<file path="config.mk">
export PLATFORM = sky130hd
export DESIGN_NAME = multicycle_alu
export DESIGN_NICKNAME = d
export VERILOG_FILES = /design/src/rtl/alu_pkg.sv /design/src/rtl/mul_div_core.sv /design/src/rtl/multicycle_alu.sv
export SDC_FILE = /design/constraint.sdc
export NUM_CORES = 1
export LEC_CHECK = 0
export ABC_AREA = 1
export CORE_UTILIZATION = 40
export CTS_BUF_LIST = sky130_fd_sc_hd__clkbuf_16
export DETAILED_ROUTE_END_ITERATION = 16
export GPL_TIMING_DRIVEN = 0
export SLEW_MARGIN = 20
export SYNTH_ARGS = -nofsm -noshare
export SYNTH_HDL_FRONTEND = slang
export SYNTH_SLANG_ARGS = --single-unit
</file>
<file path="constraint.sdc">
create_clock -name clk -period 4.7 [get_ports clk]
set_input_delay 0.94 -clock clk [delete_from_list [all_inputs] [get_ports clk]]
set_output_delay 0.94 -clock clk [all_outputs]
set_load 0.01 [all_outputs]
</file>
<file path="src/rtl/alu_pkg.sv">
// Shared opcode constants and FSM state type for the multicycle ALU.
// The divider is present only when MULTICYCLE_ALU_DIV_EN is defined.
package alu_pkg;

    localparam logic [3:0] OP_PASSA = 4'b0000;
    localparam logic [3:0] OP_NOTA  = 4'b0001;
    localparam logic [3:0] OP_ADD   = 4'b0010;
    localparam logic [3:0] OP_SUB   = 4'b0011;
    localparam logic [3:0] OP_OR    = 4'b0100;
    localparam logic [3:0] OP_AND   = 4'b0101;
    localparam logic [3:0] OP_SLT   = 4'b0111;
    localparam logic [3:0] OP_MUL   = 4'b1000;
    localparam logic [3:0] OP_DIVU  = 4'b1001;

    typedef enum logic [1:0] {
        S_IDLE = 2'b00,
        S_RUN  = 2'b01,
        S_FIN  = 2'b10
    } state_t;

endpackage

</file>
<file path="src/rtl/mul_div_core.sv">
// Iterative unsigned shift-add multiplier / restoring divider, one bit per step.
// The divider half exists only when MULTICYCLE_ALU_DIV_EN is defined.
module mul_div_core #(
    parameter int WIDTH = 32
) (
    input  logic             clk,
    input  logic             reset,
    input  logic             load,
    input  logic             step,
    input  logic             is_div,
    input  logic [WIDTH-1:0] a,
    input  logic [WIDTH-1:0] b,
    output logic             last,
    output logic [WIDTH-1:0] lo_nxt,
    output logic [WIDTH-1:0] hi_nxt
);

    localparam int CW = $clog2(WIDTH);

    logic [CW-1:0]    cnt;
    logic [WIDTH-1:0] acc;
    logic [WIDTH-1:0] mq;
    logic [WIDTH-1:0] bd;
    logic [WIDTH:0]   sum;

    always_ff @(posedge clk or posedge reset) begin
        if (reset) begin
            cnt <= '0;
        end else if (load) begin
            cnt <= '0;
        end else if (step) begin
            cnt <= cnt + CW'(1);
        end
    end

    assign last = (cnt == CW'(WIDTH - 1));

    // acc holds the running high half (MUL) or partial remainder (DIVU); mq the low half / quotient
    always_ff @(posedge clk) begin
        if (load) begin
            acc <= '0;
            mq  <= a;
            bd  <= b;
        end else if (step) begin
            acc <= hi_nxt;
            mq  <= lo_nxt;
        end
    end

    assign sum = {1'b0, acc} + {1'b0, (mq[0] ? bd : {WIDTH{1'b0}})};

`ifdef MULTICYCLE_ALU_DIV_EN
    logic           div_q;
    logic [WIDTH:0] shf;
    logic [WIDTH:0] dif;
    logic [WIDTH:0] rem_w;
    logic           ge;
    logic           unused_rem_top;

    always_ff @(posedge clk) begin
        if (load) begin
            div_q <= is_div;
        end
    end

    // b=0 never fails the compare, giving all-ones quotient and remainder = a
    assign shf   = {acc, mq[WIDTH-1]};
    assign ge    = (shf >= {1'b0, bd});
    assign dif   = shf - {1'b0, bd};
    assign rem_w = ge ? dif : shf;
    assign unused_rem_top = rem_w[WIDTH];

    always_comb begin
        hi_nxt = sum[WIDTH:1];
        lo_nxt = {sum[0], mq[WIDTH-1:1]};
        if (div_q) begin
            hi_nxt = rem_w[WIDTH-1:0];
            lo_nxt = {mq[WIDTH-2:0], ge};
        end
    end
`else
    logic unused_is_div;
    assign unused_is_div = is_div;

    always_comb begin
        hi_nxt = sum[WIDTH:1];
        lo_nxt = {sum[0], mq[WIDTH-1:1]};
    end
`endif

endmodule

</file>
<file path="src/rtl/multicycle_alu.sv">
// Multicycle ALU: single-cycle logic/arith ops plus iterative MUL and optional DIVU.
// Define MULTICYCLE_ALU_DIV_EN to build the divider; otherwise opcode 1001 is illegal.
module multicycle_alu #(
    parameter int WIDTH = 32
) (
    input  logic             clk,
    input  logic             reset,
    input  logic             start,
    input  logic [3:0]       op,
    input  logic [WIDTH-1:0] a,
    input  logic [WIDTH-1:0] b,
    output logic [WIDTH-1:0] result,
    output logic [WIDTH-1:0] result_hi,
    output logic             zero,
    output logic             busy,
    output logic             done,
    output logic             illegal
);

    import alu_pkg::*;

    state_t           state;
    state_t           state_nxt;
    logic             accept;
    logic             multi;
    logic             ill;
    logic             last;
    logic             eq_q;
    logic [WIDTH-1:0] simple_res;
    logic [WIDTH-1:0] lo_nxt;
    logic [WIDTH-1:0] hi_nxt;

    function automatic logic slt(input logic signed [WIDTH-1:0] x,
                                 input logic signed [WIDTH-1:0] y);
        return x < y;
    endfunction

    always_comb begin
        multi      = 1'b0;
        ill        = 1'b0;
        simple_res = '0;
        case (op)
            OP_PASSA: simple_res = a;
            OP_NOTA:  simple_res = ~a;
            OP_ADD:   simple_res = a + b;
            OP_SUB:   simple_res = a - b;
            OP_OR:    simple_res = a | b;
            OP_AND:   simple_res = a & b;
            OP_SLT:   simple_res = {{(WIDTH-1){1'b0}}, slt(a, b)};
            OP_MUL:   multi = 1'b1;
`ifdef MULTICYCLE_ALU_DIV_EN
            OP_DIVU:  multi = 1'b1;
`endif
            default:  ill = 1'b1;
        endcase
    end

    always_ff @(posedge clk or posedge reset) begin
        if (reset) begin
            state <= S_IDLE;
        end else begin
            state <= state_nxt;
        end
    end

    // FIN accepts a new start just like IDLE, allowing back-to-back operations
    always_comb begin
        state_nxt = state;
        accept    = 1'b0;
        busy      = 1'b0;
        done      = 1'b0;
        case (state)
            S_IDLE, S_FIN: begin
                done = (state == S_FIN);
                if (start) begin
                    accept    = 1'b1;
                    state_nxt = multi ? S_RUN : S_FIN;
                end else begin
                    state_nxt = S_IDLE;
                end
            end
            S_RUN: begin
                busy = 1'b1;
                if (last) begin
                    state_nxt = S_FIN;
                end
            end
            default: state_nxt = S_IDLE;
        endcase
    end

    always_ff @(posedge clk) begin
        if (accept) begin
            eq_q <= (a == b);
        end
    end

    mul_div_core #(
        .WIDTH(WIDTH)
    ) u_core (
        .clk    (clk),
        .reset  (reset),
        .load   (accept && multi),
        .step   (state == S_RUN),
        .is_div (op == OP_DIVU),
        .a      (a),
        .b      (b),
        .last   (last),
        .lo_nxt (lo_nxt),
        .hi_nxt (hi_nxt)
    );

    // Outputs change only on the edge that enters FIN and hold until the next completion
    always_ff @(posedge clk or posedge reset) begin
        if (reset) begin
            result    <= '0;
            result_hi <= '0;
            zero      <= 1'b0;
            illegal   <= 1'b0;
        end else if (accept && !multi) begin
            result    <= ill ? '0 : simple_res;
            result_hi <= '0;
            zero      <= (a == b);
            illegal   <= ill;
        end else if ((state == S_RUN) && last) begin
            result    <= lo_nxt;
            result_hi <= hi_nxt;
            zero      <= eq_q;
            illegal   <= 1'b0;
        end
    end

endmodule

</file>
# Yosys cells after proc, flatten, opt, wreduce, memory -nomap -nowiden

Cells that the tools add are included.

Register bits after elaboration: 170
Logic and storage cells: 65
Output and inout port bits: 68

Bitwise gates (word level): 3
Add/sub/neg operators: 4
Mux-type cells: 25
Equality and inequality tests: 12
Reductions and logical operators: 10
$lt $le $gt $ge: 1

Operator list:

| operator                                                        | number |
|---|---|
| 32-bit 2-to-1 mux                                               | 8 |
| 32-bit case mux with 7 select lines                             | 1 |
| 32-bit by 32-bit adder with 33-bit output                       | 1 |
| 32-bit adder                                                    | 1 |
| 32-bit bitwise AND                                              | 1 |
| 32-bit == test                                                  | 1 |
| 32-bit < comparator                                             | 1 |
| 32-bit NOT                                                      | 1 |
| 32-bit bitwise OR                                               | 1 |
| 32-bit subtractor                                               | 1 |
| 4-bit by 3-bit == test with 1-bit output, second input constant | 3 |
| 1-bit 2-to-1 mux                                                | 10 |
| 5-bit 2-to-1 mux                                                | 2 |
| 4-bit by 2-bit == test with 1-bit output, second input constant | 2 |
| 8-bit OR reduction                                              | 1 |
| 2-bit 2-to-1 mux                                                | 3 |
| 5-bit by 1-bit adder with 5-bit output, second input constant   | 1 |
| 5-bit == test, second input constant                            | 1 |
| 4-bit by 1-bit == test with 1-bit output, second input constant | 1 |
| 4-bit == test, second input constant                            | 1 |
| 4-bit zero test                                                 | 1 |
| 2-bit case mux with 2 select lines                              | 1 |
| 2-bit nonzero test                                              | 2 |
| 1-bit logical AND                                               | 3 |
| 6 further kinds                                                 | 6 |

# Longest topological paths before layout

Gate-level depths: netlist (run 1).

Depth after elaboration: 5
Mapped depth: 18
Depth with buffers taken out: 18

# Cells and area by module

A second synthesis (run 1) with hierarchy kept.

Cell total of the unflattened synthesis: 2,649
Area total of the unflattened synthesis: 16,301.9 sq um

By module, submodules not included:

| module         | cells each | times used | sequential area each (sq um) | area an instance (sq um) |
|---|---|---|---|---|
| multicycle_alu | 1,715      | 1          | 1,731.7                      | 9,739.3 |
| mul_div_core   | 934        | 1          | 2,687.6                      | 6,562.5 |

# Worst setup path after synthesis (run 1)

Ideal clock, no wire load.

Kind: input port to flip-flop
Start: input op[0]
End: register u_core.acc[0]
Slack: 1,715 ps
Path buffers: 1
Cell stages on the path: 9
Required time: 4,587 ps
Data arrival time: 2,872 ps
Cells stage by stage: nor2_1 > inv_1 > nor3_2 > nand2_1 > nand2_1 > clkinv_1 > buf_2 > a21oi_1 > inv_1

Longest elaborated chain between the ends: 3

RTL lines:

| element                | RTL line              | RTL |
|---|---|---|
| start: declaration     | multicycle_alu.sv:9   | `input logic [3:0] op,` |
| 4-bit == test          | multicycle_alu.sv:42  | `case (op)` |
| 1-bit 2-to-1 mux       | multicycle_alu.sv:42  |  |
| 1-bit logical AND      | multicycle_alu.sv:103 | `.load (accept && multi),` |
| end signal: assignment | mul_div_core.sv:45    | `acc <= hi_nxt;` |
| end: declaration       | mul_div_core.sv:21    | `logic [WIDTH-1:0] acc;` |

No other way between the ends.
A chain may end at the register's enable or synchronous reset.

# Final worst setup path (run 1)

Start: input a[15]
End: register result[28]

Longest elaborated chain between the ends: 4

RTL lines:

| element                                           | RTL line                                   | RTL |
|---|---|---|
| start: declaration                                | multicycle_alu.sv:10                       | `input logic [WIDTH-1:0] a,` |
| 32-bit subtractor or 32-bit adder (tied branches) | multicycle_alu.sv:46, multicycle_alu.sv:45 |  |
| 32-bit case mux with 7 select lines (*)           | multicycle_alu.sv:42                       |  |
| 32-bit 2-to-1 mux (*)                             | multicycle_alu.sv:121                      | `result <= ill ? '0 : simple_res;` |
| 32-bit 2-to-1 mux (*)                             | multicycle_alu.sv:120                      | `end else if (accept && !multi) begin` |
| end signal: assignment                            | multicycle_alu.sv:121                      |  |
| end signal: assignment                            | multicycle_alu.sv:126                      | `result <= lo_nxt;` |
| end: declaration                                  | multicycle_alu.sv:12                       | `output logic [WIDTH-1:0] result,` |

Every way passes the cells marked *; elsewhere a longest branch is shown, timed or not.

==> results.cfg, run 1 <==
[outcome]
status = finished clean

[clocking]
clk-insertion-delay-late_ns = 0.44
cts_root_buffer = clkbuf_16
cts_sinks = 170
clk_path_buf_depth = 2
cts_hold_buf = 0
cts_resized = 0
numCtsBuffers = 17
post_cts_buffers = 0
cts_tree = yes
htree_levels = 4
path_clk_slew_ns = 0.07

[logic_synthesis]
syn_nets = 2457
synth-adder-area-share_pct = 12.7
yosysWarningCount = 0
synth_top_area_share_pct = 16.1
synth_area_leader_cell = nand2_1
synthSimpleGateAreaFrac_pct = 31.0
yosysSeqAreaShare_pct = 29.5
synth_compound_area_share_pct = 15.1
synth_xor_area_share_pct = 0.994
synth_area_leaders = nand2_1 (16%), edfxtp_1 (13%), ha_1 (12%), dfrtp_1 (12%), inv_1 (8.1%)
syn_area_mm2 = 0.0150
synth_flop_cell = dfrtp_1
muxShareOfSynthArea_pct = 0
synth_top_family_by_area = simple AND/OR/NAND/NOR gates
async_flop_share_pct = 42.9
syn_avg_cell_area_um2 = 6.70
synth_edf_count = 65
synth_cells = 2236
ys_seq_elements = 170
ys_types = 60

[worst_setup_path]
cpMaxStageDelayCell = clkdlybuf4s50_1
r2r-start = u_core.mq[0]$_DFFE_PP_
crit_required_ns = 5.04
crit_chain = clkdlybuf4s50_1 -> inv_1 -> ha_1 -> a21oi_1 -> o21ai_0 -> a21oi_1 -> nor2_1 -> nor2_1 -> nand3_1 -> nand3_1 -> nand3_1 -> nand2_1 -> nand2_1
worst-path-max-fanout = 8
end_kind = register
start_kind = input port
rrSetupSlack_ns = 1.42
path_common_cell = nand3_1
worst_r2r_endpoint = u_core.acc[29]$_SDFFE_PP0P_
reg2reg_depth = 15
cp_data_arrival_time_ns = 4.05
crit_start = a[15]
slowest_delay_ns = 0.69
crit_type = input port to register

[layout]
antennaDiodeCount = 0
final_cells = 2876
fin_util_pct = 48.0
layout_commonest_cell = nand2_1
layout_common_cells = nand2_1 (642), inv_1 (320), nor2_1 (196), nand3_1 (190), ha_1 (147)
nNetsFinal = 2616
drive_above_1_share_pct = 5.73
syn2layout_area_growth_pct = 17.7

[grt]
grt_overflow = 0
grt_pass1_wl_mm = 85.4
grt_max_degree = 54
antenna_found_initial = 1
grt_pass1_vias = 14700
grtUsageTotal_pct = 29.9

[power]
p_comb_share_pct = 38.9
clkPwrFrac_pct = 27.0
power_density_mw_per_mm2 = 314
p_sw_uw = 2200
switching_share_pct = 39.8
seqPwrFrac_pct = 34.2
p_int_uw = 3330
total_power_uw = 5530
leakagePower_uw = 0.00884
ir_worst_vdd_uv = 258

[floorplan]
core_area_mm2 = 0.0367
initial_core_util_pct = 40.8
die_x_um = 196
die_y_um = 196
num_rows = 70
die_area_mm2 = 0.0382
io_pins = 139

[sta]
skew_ns = 0.0102
max_freq_mhz = 270
relSlewSlack_pct = 32.4
finalMaxSlewViolations = 0
worstMarginPinSlew_ns = 1.01
setup_viol = 0
period_needed_ns = 3.71
finalHoldViolations = 0
rsz0062_at_grt = no
postLayoutSetupSlackWorst_ns = 0.990
fin_hold_ws_ns = 0.461
finalCritPeriodShare_pct = 78.9

[drt]
via_per_inst = 5.37
num_vias = 15400
wire_per_inst_um = 20.0
detail-route-antenna-nets = 0
drtIter0Drc = 1451
first_pass_iters = 6
drc = 0
wirelength_mm = 57.4

[placement]
port_buffers = 138
dpl.cell_count = 2844
gp_congestion = 1.00
dp.final_hpwl_mm = 47.7
dp_slack_ns = 0.576

[worst_hold_path]
holdCritStartpoint = u_core.acc[21]$_SDFFE_PP0P_
hp-class = register to register
hold_depth = 2
hold-path-endpoint = u_core.acc[21]$_SDFFE_PP0P_

[job]
cap_violations = 0
-- worst max path at each step --
stage / end / slack [ns]
6_report: result[28]$_DFFE_PP0P_ / 0.99
5_1_grt: result[30]$_DFFE_PP0P_ / 0.75
3_5_place_dp: result[30]$_DFFE_PP0P_ / 0.58
4_1_cts: result[30]$_DFFE_PP0P_ / 1.02
3_3_place_gp: u_core.acc[0]$_SDFFE_PP0P_ / -0.05
2_1_floorplan: u_core.acc[0]$_SDFFE_PP0P_ / 1.71
-- registers in the layout, summed over array words and instances, names as in the netlist --
register and count:
result 32, result_hi 32, u_core.acc 32, u_core.bd 32, u_core.mq 32, u_core.cnt 5, state 2, eq_q 1
illegal 1, zero 1
-- cells by family (layout without fill, tap and decap cells) --
family,after synthesis,in the layout
buffers and inverters,404,576
adder cells (fa/ha/maj),150,150
AO/OA/AOI/OAI,382,382
AND/OR/NAND/NOR,1113,1113
XOR/XNOR,17,17
flip-flops,170,170
-- critical path: cells and delay by family --
kind / cells / cell delay [ns]
compound gates: 3 / 1.14
fa+ha+maj: 1 / 0.44
buf+inv: 2 / 0.80
simple gates: 7 / 0.72
-- per-layer routing --
layer  up-vias  track usage [%]  wire length, µm
met4         0             9.07             1550
met1      7256             39.0            25000
met2       519             51.9            27400
li1       7574                -                -
met3        87             3.18             3490
met5         -                0                0
-- stage by stage --
stage | instance area (µm²) | TNS (ns)
after floorplan | 15000 | 0
after global placement | 17000 | -0.450
after detailed placement | 17000 | 0
after CTS | 17600 | 0
after global routing | 17600 | 0
final | 17600 | 0
-- cell type report --
| type | instances | area [µm²] |
|---|---|---|
| sequential | 170 | 4420 |
| clock buffer | 17 | 425 |
| clock inverter | 15 | 198 |
| tap | 468 | 586 |
| fill | 3781 | 19100 |
| timing repair buffer | 140 | 1440 |
| multi-input combinational | 1662 | 8960 |
| buffer | 73 | 367 |
| inverter | 331 | 1240 |
-- cells in the mapped netlist (3+ instances only) --
master	instances
o22ai_1	14
nor4_1	4
a31oi_1	10
nand2_2	13
a211oi_1	23
nand3b_1	9
o21ai_0	139
o21ai_1	7
nor3_1	15
nor2_2	7
a22o_1	11
inv_1	322
a21oi_2	4
and2_1	3
or2_2	4
clkbuf_2	3
a21boi_0	6
buf_2	35
dfxtp_1	32
nand4_1	21
a21oi_1	111
edfxtp_1	65
o21ai_2	6
dfrtp_1	73
nor2_1	196
buf_4	5
fa_1	3
o21a_1	3
o211ai_1	6
nand3_1	190
buf_6	3
xnor2_1	10
xor2_1	7
a21o_1	11
clkbuf_1	24
inv_2	8
o21bai_1	12
ha_1	147
nand2_1	643
-- power by group through the flow --
stage	Sequential (µW)	Combinational, µW	Clock, µW
finish	1890	2150	1490
detailed placement	1910	2110	0
CTS	1890	2120	1510
global placement	1910	2080	0
global route	1910	2380	1570
floorplan	1890	1400	0
Power figures use the tool's default switching activity.
==> inputs of run 2 (changes only) <==
Clock period 4.7 ns to 3.1 ns, I/O delays scaled along.
==> run 2 against run 1 <==
- the flow now finishes with violations (setup timing)
- register-to-register slack got worse by 1.2 ns
- die area did not move
- clock skew barely moved
- sequential cell count did not move
- sequential power rose by 51%
- power rose by 52%
- core utilization rose by 0.63 points
- combinational power rose by 53%
- highest routed layer unchanged
- critical path type unchanged
- largest power group unchanged
- critical path depth rose by 2
==> results.cfg, run 2 (synthesized netlist as in run 1, its figures left out) <==
[outcome]
status = finished, violations left
violations = setup timing

[worst_setup_path]
crit_required_ns = 3.43
crit_type = input port to register
rrSetupSlack_ns = 0.23
cp_data_arrival_time_ns = 3.43
worst-path-max-fanout = 8
start_kind = input port
crit_start = b[14]
r2r-start = u_core.mq[0]$_DFFE_PP_
end_kind = register

[sta]
skew_ns = 0.0103
tns_ns = -0.00611
period_needed_ns = 3.11
setup_viol = 1
postLayoutSetupSlackWorst_ns = -0.00611
finalCritPeriodShare_pct = 100
max_freq_mhz = 322
worstMarginPinSlew_ns = 0.981
finalHoldViolations = 0
relSlewSlack_pct = 34.6
finalMaxSlewViolations = 0

[grt]
grt_max_degree = 54
grtUsageTotal_pct = 30.0
grt_pass1_wl_mm = 85.6
grt_pass1_vias = 14700
antenna_found_initial = 0
grt_overflow = 0

[layout]
nFillCells = 3767
multiInputGateArea_mm2 = 0.00910
regArea_mm2 = 0.00442
layout_commonest_cell = nand2_1
final_area_mm2 = 0.0179
nNetsFinal = 2618
syn2layout_area_growth_pct = 19.2
layout_common_cells = nand2_1 (637), inv_1 (319), nor2_1 (193), nand3_1 (185), ha_1 (141)
drive_above_1_share_pct = 7.30
antennaDiodeCount = 0

[floorplan]
die_area_mm2 = 0.0382
die_x_um = 196
num_rows = 70
initial_core_util_pct = 40.8
die_y_um = 196
core_area_mm2 = 0.0367
io_pins = 139

[drt]
wire_per_inst_um = 20.1
detail-route-antenna-nets = 0
via_per_inst = 5.38
drc = 0
first_pass_iters = 5
num_vias = 15500
wirelength_mm = 57.7
drtIter0Drc = 1419

[clocking]
cts_tree = yes
clk_path_buf_depth = 2
cts_root_buffer = clkbuf_16
clk-insertion-delay-late_ns = 0.44
numCtsBuffers = 17
cts_hold_buf = 0
cts_sinks = 170
htree_levels = 4
path_clk_slew_ns = 0.07

[worst_hold_path]
holdCritStartpoint = u_core.acc[21]$_SDFFE_PP0P_
hp-class = register to register

[power]
power_density_mw_per_mm2 = 471
leakagePower_uw = 0.00913
ir_worst_vdd_uv = 390
total_power_uw = 8420

[placement]
port_buffers = 138
placed_area_mm2 = 0.0170
gp_congestion = 1.00
dp_slack_ns = -0.704
dp.final_hpwl_mm = 47.7

[job]
cap_violations = 0
run 2: changes by cell type in the layout (fill, tap and decap cells not counted), sizes merged:
cell           previous run  this run
clkdlybuf4s50           138       109
buf                      47        51
dlymetal6s2s              0        26
dlygate4sd2               0         3
clkbuf                   45        43
run 2: final timing paths:
check | end | cells past startpoint
worst min register to register | u_core.acc[21]$_SDFFE_PP0P_ | 2
worst min-delay path | u_core.acc[21]$_SDFFE_PP0P_ | 2
worst max register to register | result_hi[23]$_DFFE_PP0P_ | 13
min in group asynchronous | result_hi[1]$_DFFE_PP0P_ | 2
worst max-delay path | result[20]$_DFFE_PP0P_ | 15
max in group asynchronous | result[25]$_DFFE_PP0P_ | 3
run 2: per-layer routing:
layer	GRT usage [%]	routed length, µm
met3	3.20	3690
met2	52.0	27600
met4	9.07	1520
met5	0	0
met1	39.0	25000
run 2: report_power, final:
group	internal [µW]	switching [µW]	total, µW
registers	2650	212	2860
clock network	1240	1020	2260
logic	1170	2130	3300
run 2: timing repair:
action                     in CTS  in global routing
setup endpoints to repair      27                 32
pin swaps                       1                  1
buffers inserted                2                  1
resized for setup              21                 59
run 2: area by class of cell:
type / instances / share of cell area (%)
clock buffers: 17 / 2.38
clock inverters: 15 / 1.11
plain buffers: 72 / 2.07
multi-input cells: 1662 / 51.0
well taps: 468 / 3.28
repair buffers: 143 / 8.51
inverters: 331 / 6.97
flip-flops and latches: 170 / 24.7
run 2: stage by stage:
| stage | hold slack, ns | std cells | utilization [%] |
|---|---|---|---|
| 2_1_floorplan | 0.432 | 2236 | - |
| 3_3_place_gp | 0.442 | 2842 | 46.2 |
| 3_5_place_dp | 0.449 | 2844 | 46.4 |
| 4_1_cts | 0.464 | 2878 | 48.3 |
| 5_1_grt | 0.477 | 2878 | 48.7 |
| 6_report | 0.461 | 2878 | 48.7 |
run 2: worst max-delay path: stages:
cell and delay (ns):
clkdlybuf4s50_1 0.65, inv_1 0.11, ha_1 0.28, buf_2 0.20, nand2_1 0.15, nor2_1 0.16, inv_1 0.09, nor2_2 0.26
nand3_1 0.22, nand3_1 0.13, nand2_1 0.05, nand3_1 0.10, nand3_1 0.19, nand2_1 0.13, a21oi_1 0.06
